### config.mk
export PLATFORM = sky130hd
export DESIGN_NAME = buzzer_arbiter
export DESIGN_NICKNAME = d
export VERILOG_FILES = /design/src/rtl/buzz_pkg.sv /design/src/rtl/buzz_tone_gen.sv /design/src/rtl/buzzer_arbiter.sv
export SDC_FILE = /design/constraint.sdc
export NUM_CORES = 1
export LEC_CHECK = 0
export ABC_AREA = 0
export BUFFER_PORTS_ARGS = -buffer_cell sky130_fd_sc_hd__buf_4
export CAP_MARGIN = 20
export CORE_MARGIN = 1
export CORE_UTILIZATION = 40
export CTS_BUF_LIST = sky130_fd_sc_hd__clkbuf_4 sky130_fd_sc_hd__clkbuf_8 sky130_fd_sc_hd__clkbuf_16
export CTS_CLUSTER_DIAMETER = 200
export CTS_CLUSTER_SIZE = 12
export DETAILED_ROUTE_END_ITERATION = 7
export GPL_ROUTABILITY_DRIVEN = 1
export PLACE_DENSITY = 0.68
export SLEW_MARGIN = 20
export SYNTH_ARGS = -nofsm -noshare
export SYNTH_HDL_FRONTEND = slang
export SYNTH_HIERARCHICAL = 1
export SYNTH_SLANG_ARGS = --single-unit
### constraint.sdc
create_clock -name clk -period 3.5 [get_ports clk]
set_input_delay 0.175 -clock clk [delete_from_list [all_inputs] [get_ports clk]]
set_output_delay 0.175 -clock clk [all_outputs]
set_load 0.05 [all_outputs]
### src/rtl/buzz_pkg.sv
// Shared source ids, FSM encoding and per-source pattern lookup for the buzzer arbiter.
package buzz_pkg;

   localparam int CNT_W = 32;   // on/off phase counter width
   localparam int HP_W  = 24;   // half-period divider width
   localparam int REP_W = 4;    // burst repeat counter width

   localparam logic [1:0] SRC_CLICK = 2'd0;
   localparam logic [1:0] SRC_SUCC  = 2'd1;
   localparam logic [1:0] SRC_FAIL  = 2'd2;
   localparam logic [1:0] SRC_ALARM = 2'd3;

   typedef enum logic [1:0] {
      ST_IDLE = 2'd0,
      ST_TONE = 2'd1,
      ST_GAP  = 2'd2
   } state_e;

   typedef struct packed {
      logic [HP_W-1:0]  hp;
      logic [CNT_W-1:0] on;
      logic [CNT_W-1:0] off;
      logic [REP_W-1:0] rep;
   } src_cfg_t;

   // Select the tone/gap pattern that belongs to a source.
   function automatic src_cfg_t cfg_lookup(input logic [1:0] src,
                                           input src_cfg_t c_click,
                                           input src_cfg_t c_succ,
                                           input src_cfg_t c_fail,
                                           input src_cfg_t c_alarm);
      src_cfg_t c;
      case (src)
         SRC_CLICK: c = c_click;
         SRC_SUCC:  c = c_succ;
         SRC_FAIL:  c = c_fail;
         SRC_ALARM: c = c_alarm;
         default:   c = c_click;
      endcase
      return c;
   endfunction

   // Priority encoder: highest-index set bit wins (alarm beats everything).
   function automatic logic [1:0] top_src(input logic [3:0] v);
      logic [1:0] s;
      if (v[3]) begin
         s = SRC_ALARM;
      end else if (v[2]) begin
         s = SRC_FAIL;
      end else if (v[1]) begin
         s = SRC_SUCC;
      end else begin
         s = SRC_CLICK;
      end
      return s;
   endfunction

   // One-hot mask of a source index.
   function automatic logic [3:0] src_mask(input logic [1:0] s);
      return 4'b0001 << s;
   endfunction

endpackage

### src/rtl/buzz_tone_gen.sv
// Half-period divider producing the square wave that drives the piezo.
// load starts a fresh tone high, clear holds it silent, en advances the divider.
module buzz_tone_gen
   import buzz_pkg::*;
(
   input  logic            clk,
   input  logic            rst_ni,
   input  logic            load_i,
   input  logic            clear_i,
   input  logic            en_i,
   input  logic [HP_W-1:0] hp_i,
   output logic            wave_o
);

   logic [HP_W-1:0] cnt_q, cnt_d;
   logic            wave_q, wave_d;

   // Next divider count and wave level; load wins over clear, clear over enable.
   always_comb begin
      cnt_d  = cnt_q;
      wave_d = wave_q;
      if (load_i) begin
         cnt_d  = '0;
         wave_d = 1'b1;
      end else if (clear_i) begin
         cnt_d  = '0;
         wave_d = 1'b0;
      end else if (en_i) begin
         if (cnt_q == hp_i - HP_W'(1)) begin
            cnt_d  = '0;
            wave_d = ~wave_q;
         end else begin
            cnt_d  = cnt_q + HP_W'(1);
            wave_d = wave_q;
         end
      end else begin
         cnt_d  = cnt_q;
         wave_d = wave_q;
      end
   end

   // Divider and wave registers.
   always_ff @(posedge clk or negedge rst_ni) begin
      if (!rst_ni) begin
         cnt_q  <= '0;
         wave_q <= 1'b0;
      end else begin
         cnt_q  <= cnt_d;
         wave_q <= wave_d;
      end
   end

   assign wave_o = wave_q;

endmodule

### src/rtl/buzzer_arbiter.sv
// Shares one piezo buzzer between click, success, fail and alarm requesters.
// Fixed priority with preemption; each source plays ON/OFF bursts REP times.
// All timing parameters are in clk cycles.
module buzzer_arbiter
   import buzz_pkg::*;
#(
   parameter int unsigned CLICK_HP  = 50_000,
   parameter int unsigned CLICK_ON  = 10_000_000,
   parameter int unsigned CLICK_OFF = 1,
   parameter int unsigned CLICK_REP = 1,
   parameter int unsigned SUCC_HP   = 25_000,
   parameter int unsigned SUCC_ON   = 30_000_000,
   parameter int unsigned SUCC_OFF  = 1,
   parameter int unsigned SUCC_REP  = 1,
   parameter int unsigned FAIL_HP   = 100_000,
   parameter int unsigned FAIL_ON   = 5_000_000,
   parameter int unsigned FAIL_OFF  = 5_000_000,
   parameter int unsigned FAIL_REP  = 2,
   parameter int unsigned ALARM_HP  = 12_500,
   parameter int unsigned ALARM_ON  = 5_000_000,
   parameter int unsigned ALARM_OFF = 5_000_000,
   parameter int unsigned ALARM_REP = 10
)(
   input  logic       clk,
   input  logic       RSTn,
   input  logic [3:0] req,
   input  logic       mute,
   output logic       buzzer,
   output logic       busy,
   output logic [1:0] active_src,
   output logic       done
);

   localparam src_cfg_t CFG_CLICK = '{hp: HP_W'(CLICK_HP), on: CNT_W'(CLICK_ON),
                                      off: CNT_W'(CLICK_OFF), rep: REP_W'(CLICK_REP)};
   localparam src_cfg_t CFG_SUCC  = '{hp: HP_W'(SUCC_HP), on: CNT_W'(SUCC_ON),
                                      off: CNT_W'(SUCC_OFF), rep: REP_W'(SUCC_REP)};
   localparam src_cfg_t CFG_FAIL  = '{hp: HP_W'(FAIL_HP), on: CNT_W'(FAIL_ON),
                                      off: CNT_W'(FAIL_OFF), rep: REP_W'(FAIL_REP)};
   localparam src_cfg_t CFG_ALARM = '{hp: HP_W'(ALARM_HP), on: CNT_W'(ALARM_ON),
                                      off: CNT_W'(ALARM_OFF), rep: REP_W'(ALARM_REP)};

   // Only success/fail/alarm may wait; a click that cannot play is dropped.
   localparam logic [3:0] PEND_OK = 4'b1110;

   state_e           state_q, state_d;
   logic [1:0]       active_q, active_d;
   logic [CNT_W-1:0] ph_q, ph_d;
   logic [REP_W-1:0] rep_q, rep_d;
   logic [3:0]       pend_q, pend_d;
   logic             done_q, done_d;

   src_cfg_t         cfg_s;
   logic             load_s, clear_s, en_s, wave_s;
   logic [3:0]       cand_s, pend_lo_s;
   logic [1:0]       req_top_s, cand_top_s, pend_top_s;
   logic             preempt_s, ph_last_s, gap_last_s, rep_last_s;

   assign cfg_s = cfg_lookup(active_q, CFG_CLICK, CFG_SUCC, CFG_FAIL, CFG_ALARM);

   buzz_tone_gen u_tone (
      .clk     (clk),
      .rst_ni  (RSTn),
      .load_i  (load_s),
      .clear_i (clear_s),
      .en_i    (en_s),
      .hp_i    (cfg_s.hp),
      .wave_o  (wave_s)
   );

   // Arbitration, pattern sequencing and pending bookkeeping.
   always_comb begin
      state_d    = state_q;
      active_d   = active_q;
      ph_d       = ph_q;
      rep_d      = rep_q;
      pend_d     = pend_q;
      done_d     = 1'b0;
      load_s     = 1'b0;
      clear_s    = 1'b0;
      en_s       = 1'b0;
      cand_s     = req | pend_q;
      pend_lo_s  = pend_q | (req & PEND_OK);
      req_top_s  = top_src(req);
      cand_top_s = top_src(cand_s);
      pend_top_s = top_src(pend_lo_s);
      preempt_s  = (req != 4'b0000) && (req_top_s >= active_q);
      ph_last_s  = (ph_q == cfg_s.on - CNT_W'(1));
      gap_last_s = (ph_q == cfg_s.off - CNT_W'(1));
      rep_last_s = (rep_q == cfg_s.rep - REP_W'(1));

      if ((state_q != ST_IDLE) && preempt_s) begin
         // Higher (or same) source restarts immediately; old pattern is discarded.
         state_d  = ST_TONE;
         active_d = req_top_s;
         ph_d     = '0;
         rep_d    = '0;
         pend_d   = pend_lo_s & ~src_mask(req_top_s);
         load_s   = 1'b1;
      end else begin
         case (state_q)
            ST_IDLE: begin
               clear_s = 1'b1;
               if (cand_s != 4'b0000) begin
                  state_d  = ST_TONE;
                  active_d = cand_top_s;
                  ph_d     = '0;
                  rep_d    = '0;
                  pend_d   = cand_s & PEND_OK & ~src_mask(cand_top_s);
                  load_s   = 1'b1;
               end else begin
                  pend_d = pend_q;
               end
            end
            ST_TONE: begin
               pend_d = pend_lo_s;
               if (ph_last_s) begin
                  ph_d = '0;
                  if (!rep_last_s) begin
                     state_d = ST_GAP;
                     clear_s = 1'b1;
                  end else begin
                     done_d = 1'b1;
                     rep_d  = '0;
                     if (pend_lo_s != 4'b0000) begin
                        // Hand over straight to the next waiting source.
                        state_d  = ST_TONE;
                        active_d = pend_top_s;
                        pend_d   = pend_lo_s & ~src_mask(pend_top_s);
                        load_s   = 1'b1;
                     end else begin
                        state_d  = ST_IDLE;
                        active_d = SRC_CLICK;
                        clear_s  = 1'b1;
                     end
                  end
               end else begin
                  ph_d = ph_q + CNT_W'(1);
                  en_s = 1'b1;
               end
            end
            ST_GAP: begin
               pend_d = pend_lo_s;
               if (gap_last_s) begin
                  state_d = ST_TONE;
                  ph_d    = '0;
                  rep_d   = rep_q + REP_W'(1);
                  load_s  = 1'b1;
               end else begin
                  ph_d    = ph_q + CNT_W'(1);
                  clear_s = 1'b1;
               end
            end
            default: begin
               state_d  = ST_IDLE;
               active_d = SRC_CLICK;
               ph_d     = '0;
               rep_d    = '0;
               pend_d   = 4'b0000;
               clear_s  = 1'b1;
            end
         endcase
      end
   end

   // FSM state, phase/repeat counters, pending set and done pulse.
   always_ff @(posedge clk or negedge RSTn) begin
      if (!RSTn) begin
         state_q  <= ST_IDLE;
         active_q <= SRC_CLICK;
         ph_q     <= '0;
         rep_q    <= '0;
         pend_q   <= 4'b0000;
         done_q   <= 1'b0;
      end else begin
         state_q  <= state_d;
         active_q <= active_d;
         ph_q     <= ph_d;
         rep_q    <= rep_d;
         pend_q   <= pend_d;
         done_q   <= done_d;
      end
   end

   // Mute gates the registered wave only; sequencing is unaffected.
   assign buzzer     = wave_s & ~mute;
   assign busy       = (state_q != ST_IDLE);
   assign active_src = active_q;
   assign done       = done_q;

endmodule

Yosys cells after proc, flatten, opt, wreduce, memory -nomap -nowiden
Cells that the tools add are included.
{ "word_totals": {"word_cells": 126, "register_bits": 70} }
{ "classes": {"eq_ne": 14, "addsub": 7, "muxes": 68, "magnitude_cmp": 1, "shift": 3, "bitwise_logic": 11, "n_reduce_logical": 14} }
{ "op_table": {"columns": ["cell", "count"], "rows": [
  ["$pmux 92 s4", 1],
  ["$mux 32", 4],
  ["$mux 24", 4],
  ["$pmux 32 s3", 1],
  ["$eq 32x32->1", 2],
  ["$sub 32x1->32 const B", 2],
  ["$mux 4", 10],
  ["$add 32x1->32 const B", 1],
  ["$mux 2", 16],
  ["$mux 1", 26],
  ["$add 24x1->24 const B", 1],
  ["$eq 24x24->1", 1],
  ["$pmux 4 s3", 2],
  ["$sub 24x1->24 const B", 1],
  ["$and 4x4->4", 3],
  ["$ne 3x3->1 const B", 4],
  ["$not 4->4", 3],
  ["$pmux 2 s3", 2],
  ["$reduce_bool 4->1", 3],
  ["$shl 1x2->4 const A", 3],
  ["$or 4x4->4", 2],
  ["$reduce_and 4->1", 2],
  ["$eq 2x2->1 const B", 3],
  ["$reduce_bool 3->1", 2],
  ["15 further kinds", 19]
]} }

Longest topological paths before layout
Gate-level depths: netlist of run 1.
{ "logic_depth": {"word_depth": 12, "ltp_mapped": 18, "mapped_depth_nobuf": 16} }

Modules after synthesis
The synthesis of run 1 kept the hierarchy.
{ "by_module_without_submodules": {"columns": ["mod", "area_each_um2", "n_inst", "seq_area_each_um2", "cells_each"], "rows": [
  ["buzzer_arbiter", 3482.1, 1, 1126.1, 408],
  ["buzz_tone_gen", 2373.5, 1, 625.6, 269]
]} }

Least setup slack after synthesis of run 1
OpenSTA, ideal clock, no wires.
{ "synth_timing": {"kind": "register to register", "startpoint": "reg active_q[0] (netlist: active_src[0])", "endpoint": "reg u_tone.cnt_q[10]", "required_ns": 3.355, "path_slack_ns": -0.777, "t_arrival_ns": 4.132, "stages_incl_launch_ff": 13, "cell_sequence": "dfrtp_1 inv_1 ha_1 buf_2 or2_2 or4_1 or3_1 a2111oi_2 nor2_1 or4_4 nor4_4 buf_6 nor3_2"} }
{ "synth_lines": {"columns": ["item", "line_no", "rtl"], "rows": [
  ["start: declaration", "buzzer_arbiter.sv:47", "logic [1:0] active_q, active_d;"],
  ["start signal: assignment", "buzzer_arbiter.sv:177", "active_q <= active_d;"],
  ["end signal: assignment", "buzz_tone_gen.sv:48", "cnt_q <= cnt_d;"],
  ["end: declaration", "buzz_tone_gen.sv:15", "logic [HP_W-1:0] cnt_q, cnt_d;"]
]} }

==> results.tsv, run 1 <==
metric	value	unit
grt_pass1_wl	26400	microns
placed_cells	930	
pwr-share-seq	19.6	%
portBuffers	11	
ir_drop	0.372	mV
synthSimpleGateAreaFrac	33.1	%
synth.distinct_cells	90	
grt_pass1_vias	5364	
start_kind	register	
clkTransAtPathRegs	60	ps
whs	-41.0	ps
gp_congestion	0.917	
num_rows	43	
clk_path_buf_depth	2	
p_leak	2.95	nW
syn_inst	677	
crit_family	simple AND/OR/NAND/NOR gates	
vias	5636	
nNetsFinal	801	
fin_ws	-0.988	ps
skew	11.7	ps
p_int	2.59	mW
synth_top_family_by_area	simple AND/OR/NAND/NOR gates	
synth_xor_area_share	8.38	%
hpwl	12000	microns
hold_buffers	0	
rsz0062_at_grt	yes	
synth_fa_ha_area_share	3.63	%
final-setup-viol-count	1	
areaGrowthSynthToFinish	23.6	%
use_met2	38.3	%
wirelength	16400	microns
antenna_found_initial	0	
async_flop_share	100	%
switching_share	45.7	%
outcome	complete, but fails checks	
combPwrFrac	62.6	%
hp-class	primary input to asynchronous set/reset pin	
synth_edf_count	0	
dieArea	15100	sq um
finalHoldViolCount	36	
vias_per_cell	5.86	
cts-root-buf	clkbuf_16	
critPathKind	register to register	
power.net_switching	2.19	mW
die_width	123	microns
synthMuxAreaShare	1.90	%
met1_usage	28.9	%
cp-end-kind	register	
insertedDiodeCount	0	
slowest_stage	or4_1	
clkSinkCount	70	
rrSetupSlack	-1	ps
worst_pin_slew	934	ps
drt_iter0_markers	446	
drv_cap	0	
synth-seq-area-share	29.9	%
top_usage_layer	met2	
grt_max_degree	71	
grt_overflow_total	0	
yosys_warnings	6	
fin_setup_tns	-0.988	ps
cp_num_buf_inv	3	
clock.fmax	286	MHz
cp.required	3690	ps
die_y	123	microns
max_stage_delay	550	ps
worstPathArrival	3690	ps
cts_made_buffers	9	
fin_crit_sh	100	%
syn_avg_cell_area	8.65	sq um
fin_crit	3500	ps
clk_latency	350	ps
ys_seq_elements	70	
powerDensity	660	nW/um^2
drtPass1Iterations	4	
drive_gt1_share	25.4	%
core_region_area	14100	sq um
synthFlopType	dfrtp_1	
synth_compound_area_share	17.8	%
grt_util_met3	3.04	%
synth.cell_area	5860	sq um
clockPowerShare	17.8	%
ios	12	
drc	0	
cts_tree	done	
drv_slew	0	
cts-htree-levels	3	
failed_checks	negative hold slack, negative setup slack	
start_util	41.5	%
grt_util_all_layers	22.4	%
slew_headroom	37.8	%
instances_no_fill	961	
cp_cell_sequence	buf_6, ha_4, or2_4, or3_1, or3_1, or4_1, o41ai_2, o22ai_2, nor4_4, buf_6, clkbuf_16, nor3_2	
wl_per_cell	17.1	microns
cp_max_fo	8	
ant_nets	0	
==> final timing paths <==
kind                                           endpoint  depth (start not counted)                 startpoint
setup / recovery            u_tone/cnt_q[9]$_DFFE_PN0P_                         12  active_src[1]$_DFFE_PN0P_
min in group clk                  pend_q[3]$_DFFE_PN0N_                          4                     req[3]
hold reg to reg                    ph_q[27]$_DFFE_PN0N_                          1       ph_q[27]$_DFFE_PN0N_
setup reg to reg            u_tone/cnt_q[9]$_DFFE_PN0P_                         12  active_src[1]$_DFFE_PN0P_
hold / removal             u_tone/cnt_q[15]$_DFFE_PN0P_                          1                       RSTn
max in group asynchronous     active_src[1]$_DFFE_PN0P_                          1                       RSTn
==> per-layer routing <==
layer  share of wire [%]  wire (microns)
met1                  45            7410
met2                  49            8030
met3                 4.3             710
met4                 1.6             267
met5                   0               0
==> power groups by stage <==
stage	combinational (mW)	clock [mW]	sequential, mW
global placement	2.69	0	0.945
CTS	2.79	0.874	0.931
detailed placement	2.74	0	0.950
floorplan	1.86	0	0.979
global route	3.24	0.901	0.943
finish	2.99	0.850	0.936
==> area by class of cell <==
type	instances	area, sq um
fill	1325	6860
multi-input combinational	586	4180
sequential	70	1750
timing repair buffer	87	712
clock buffer	10	233
tap	180	225
inverter	23	93.8
clock inverter	5	36.3
==> sequential cells by signal, summed over array words and instances, names as in the netlist <==
name and cells:
active_src 2, state_q 2, done 1, rep_q 4, u_tone/cnt_q 24, pend_q 4
ph_q 32, u_tone/wave_o 1
==> repair_timing <==
action / in CTS / in global routing
setup buffers: 3 / 10
gates cloned: 0 / 3
pin swaps: 4 / 15
gates resized for setup: 11 / 26
setup endpoints to repair: 21 / 23
==> cell usage after synthesis (5+ instances only) <==
| library cell | instances | share of area [%] |
|---|---|---|
| a21o_1 | 9 | 1.2 |
| a21oi_1 | 21 | 1.8 |
| a22o_1 | 12 | 1.8 |
| a31oi_1 | 5 | 0.53 |
| and3_1 | 12 | 1.3 |
| buf_2 | 5 | 0.43 |
| buf_6 | 7 | 1.3 |
| clkbuf_1 | 12 | 0.77 |
| dfrtp_1 | 70 | 30 |
| ha_1 | 17 | 3.6 |
| inv_1 | 23 | 1.5 |
| nand2_1 | 61 | 3.9 |
| nand2b_1 | 7 | 0.75 |
| nand3_1 | 39 | 3.3 |
| nand4_1 | 15 | 1.6 |
| nor2_1 | 52 | 3.3 |
| nor2b_1 | 12 | 1.3 |
| nor3_1 | 22 | 1.9 |
| nor3_2 | 20 | 3.4 |
| nor4_1 | 13 | 1.4 |
| o21ai_0 | 29 | 2.5 |
| o311ai_0 | 7 | 1.0 |
| or2_2 | 5 | 0.53 |
| or3_1 | 16 | 1.7 |
| or4_1 | 11 | 1.4 |
| xnor2_1 | 25 | 3.7 |
| xor2_1 | 31 | 4.6 |
==> metrics by stage <==
| stage | power [mW] | setup WS [ps] | instance area [sq um] | hold slack, ps | utilization (%) |
|---|---|---|---|---|---|
| floorplan | 2.84 | -190 | 6080 | -121 | - |
| global placement | 3.64 | -106 | 6630 | 378 | 47.0 |
| detailed placement | 3.69 | -197 | 6630 | 388 | 47.0 |
| CTS | 4.59 | -18.7 | 6970 | 17.7 | 49.5 |
| global route | 5.09 | -117 | 7240 | 46.4 | 51.3 |
| finish | 4.78 | -0.988 | 7240 | -41.0 | 51.3 |
==> cell usage in the layout (no fill, tap or decap), types with 20 or more instances in the layout <==
master,netlist,layout
buf_4,2,81
conb_1,1,35
dfrtp_1,70,68
nand2_1,61,61
nand3_1,39,39
nor2_1,52,46
nor3_1,22,20
nor3_2,20,21
o21ai_0,29,29
xnor2_1,25,23
xor2_1,31,30
==> cells by family (layout without fill, tap and decap cells) <==
family	count (synthesis)	after routing
AND/OR/NAND/NOR	329	329
AO/OA/AOI/OAI	139	139
flip-flops	70	70
XOR/XNOR	56	56
buffers and inverters	55	125
adder cells (fa/ha/maj)	17	17
multiplexers	10	10
other	1	35
Note: power is estimated with default switching activity, not from simulation.
==> run 2: changes to the inputs <==
--- a/config.mk
+++ b/config.mk
@@ -16,3 +16,2 @@
 export DETAILED_ROUTE_END_ITERATION = 7
-export GPL_ROUTABILITY_DRIVEN = 1
 export PLACE_DENSITY = 0.68
==> constraint.sdc (replaced) <==
create_clock -name clk -period 3.5 [get_ports clk]
set_input_delay 0.7 -clock clk [delete_from_list [all_inputs] [get_ports clk]]
set_output_delay 0.7 -clock clk [all_outputs]
set_load 0.05 [all_outputs]
==> results.tsv, run 2 (synthesis gave the netlist of run 1 again) <==
metric	value	unit	change
finalHoldViolCount	0		-100%
whs	488	ps	+529 ps
max_stage_delay	520	ps	-30 ps
cp.required	3700	ps	about the same
nNetsFinal	829		+3.5%
ant_nets	0		unchanged
drv_cap	0		unchanged
hpwl	12000	microns	+0.46%
dieArea	15100	sq um	unchanged
wirelength	17100	microns	+3.9%
cp_num_buf_inv	4		+1
drtPass1Iterations	5		+1
start_kind	register		
ff_latch_area	1750	sq um	unchanged
skew	8.85	ps	-2.82 ps
drc	0		unchanged
outcome	complete, but fails checks		
gp_congestion	0.915		-0.22%
largest_register	ph_q		
ir_drop	0.377	mV	+1.4%
grt_pass1_wl	26900	microns	+1.9%
antenna_found_initial	0		unchanged
vias_per_cell	5.74		-2.1%
clkSinkCount	70		unchanged
post_dp_cell_area	6770	sq um	+2.0%
rr_startpoint	active_src[1]$_DFFE_PN0P_		
core_region_area	14100	sq um	unchanged
stdcell_area	7590	sq um	+4.8%
cp_max_fo	5		-3
power	5.15	mW	+7.7%
crit_family	simple AND/OR/NAND/NOR gates		
fin_crit	3570	ps	+64.0 ps
slowest_stage	or4b_4		
p_leak	3.14	nW	+6.4%
cts_tree	done		
fin_crit_sh	102	%	+1.8 points
fill_cells	1254		-5.4%
rsz0062_at_grt	yes		
final_common_cell	buf_4		
drv_slew	0		unchanged
largestRegisters	ph_q (32), u_tone/cnt_q (24)		
fin_setup_tns	-1030	ps	-1030 ps
multiInputGateArea	4240	sq um	+1.3%
slew_headroom	36.8	%	-0.98 points
die_y	123	microns	unchanged
num_rows	43		unchanged
critPathKind	register to register		
clock.fmax	281	MHz	-1.8%
worstPathArrival	3760	ps	+70 ps
grt_overflow_total	0		unchanged
start_util	41.5	%	unchanged
clk_latency	350	ps	about the same
final-setup-viol-count	21		+20
insertedDiodeCount	0		unchanged
grt_util_all_layers	22.8	%	+0.38 points
drt_iter0_markers	368		-17%
worst_pin_slew	948	ps	+14.7 ps
cts-htree-levels	3		unchanged
cp-end-kind	register		
areaGrowthSynthToFinish	29.6	%	
hp-class	primary input to asynchronous set/reset pin		
cts-root-buf	clkbuf_16		
drive_gt1_share	28.9	%	+3.5 points
vias	5687		+0.90%
grt_max_degree	71		unchanged
cts_made_buffers	9		unchanged
largest_register_ffs	32		unchanged
rr_endpoint	u_tone/cnt_q[4]$_DFFE_PN0P_		
final_cell_mix	102 x buf_4, 68 x dfrtp_1, 59 x nand2_1		
grt_pass1_vias	5469		+2.0%
hold_buffers	0		unchanged
portBuffers	11		unchanged
clk_path_buf_depth	2		unchanged
wl_per_cell	17.2	microns	+0.81%
rrSetupSlack	-70	ps	-60 ps
failed_checks	negative setup slack		
die_width	123	microns	unchanged
ios	12		unchanged
powerDensity	679	nW/um^2	+2.8%
fin_ws	-65.0	ps	-64.0 ps
cp_cell_sequence	clkinv_4, ha_4, inv_4, or4b_4, nor4_4, a21oi_2, or4b_4, or4_4, nor4_4, buf_6, clkbuf_16, nor3_2		
rr_worst_depth	12		unchanged
clkTransAtPathRegs	60	ps	about the same
==> run 2: worst max path at each step <==
| stage | startpoint | end | depth (start not counted) |
|---|---|---|---|
| after floorplan | active_src[0]$_DFFE_PN0P_ | u_tone/cnt_q[10]$_DFFE_PN0P_ | 12 |
| after global placement | active_src[0]$_DFFE_PN0P_ | u_tone/cnt_q[22]$_DFFE_PN0P_ | 17 |
| after detailed placement | active_src[0]$_DFFE_PN0P_ | u_tone/cnt_q[18]$_DFFE_PN0P_ | 17 |
| after CTS | active_src[0]$_DFFE_PN0P_ | u_tone/cnt_q[13]$_DFFE_PN0P_ | 16 |
| after global routing | active_src[1]$_DFFE_PN0P_ | u_tone/cnt_q[19]$_DFFE_PN0P_ | 15 |
| final | active_src[1]$_DFFE_PN0P_ | u_tone/cnt_q[4]$_DFFE_PN0P_ | 12 |
==> run 2: per-layer routing <==
layer,GRT usage [%],part of all wire [%]
met3,4.20,4.6
met1,29.6,45
met5,0,0
met2,38.2,49
met4,7.38,1.4
==> run 2: what timing repair did <==
action                     4_1_cts  5_1_grt
pin swaps                        1       23
gates cloned                     0        3
buffers inserted                 1       22
resized for setup                7       46
setup endpoints to repair       21       22
==> run 2: area by class of cell <==
| type | count | share of cell area (%) |
|---|---|---|
| Clock inverter | 5 | 1.07 |
| Tap cell | 180 | 2.97 |
| Inverter | 23 | 1.30 |
| Sequential cell | 70 | 23.1 |
| Timing Repair Buffer | 115 | 12.5 |
| Clock buffer | 11 | 3.25 |
| Multi-Input combinational cell | 586 | 55.8 |
==> run 2: power breakdown <==
part | internal (mW) | total, mW | switching, mW | leakage [nW]
Clock | 0.652 | 1.01 | 0.360 | 0.160
Combinational | 1.37 | 3.20 | 1.83 | 2.02
Sequential | 0.867 | 0.935 | 0.0689 | 0.956
Total | 2.89 | 5.15 | 2.26 | 3.14
==> run 2: stage by stage <==
| stage | std cells | setup slack (ps) | utilization, % |
|---|---|---|---|
| 2_1_floorplan | 711 | -190 | - |
| 3_3_place_gp | 948 | -92.7 | 48.0 |
| 3_5_place_dp | 948 | -137 | 48.0 |
| 4_1_cts | 965 | -87.6 | 50.6 |
| 5_1_grt | 990 | -186 | 53.8 |
| 6_report | 990 | -65.0 | 53.8 |
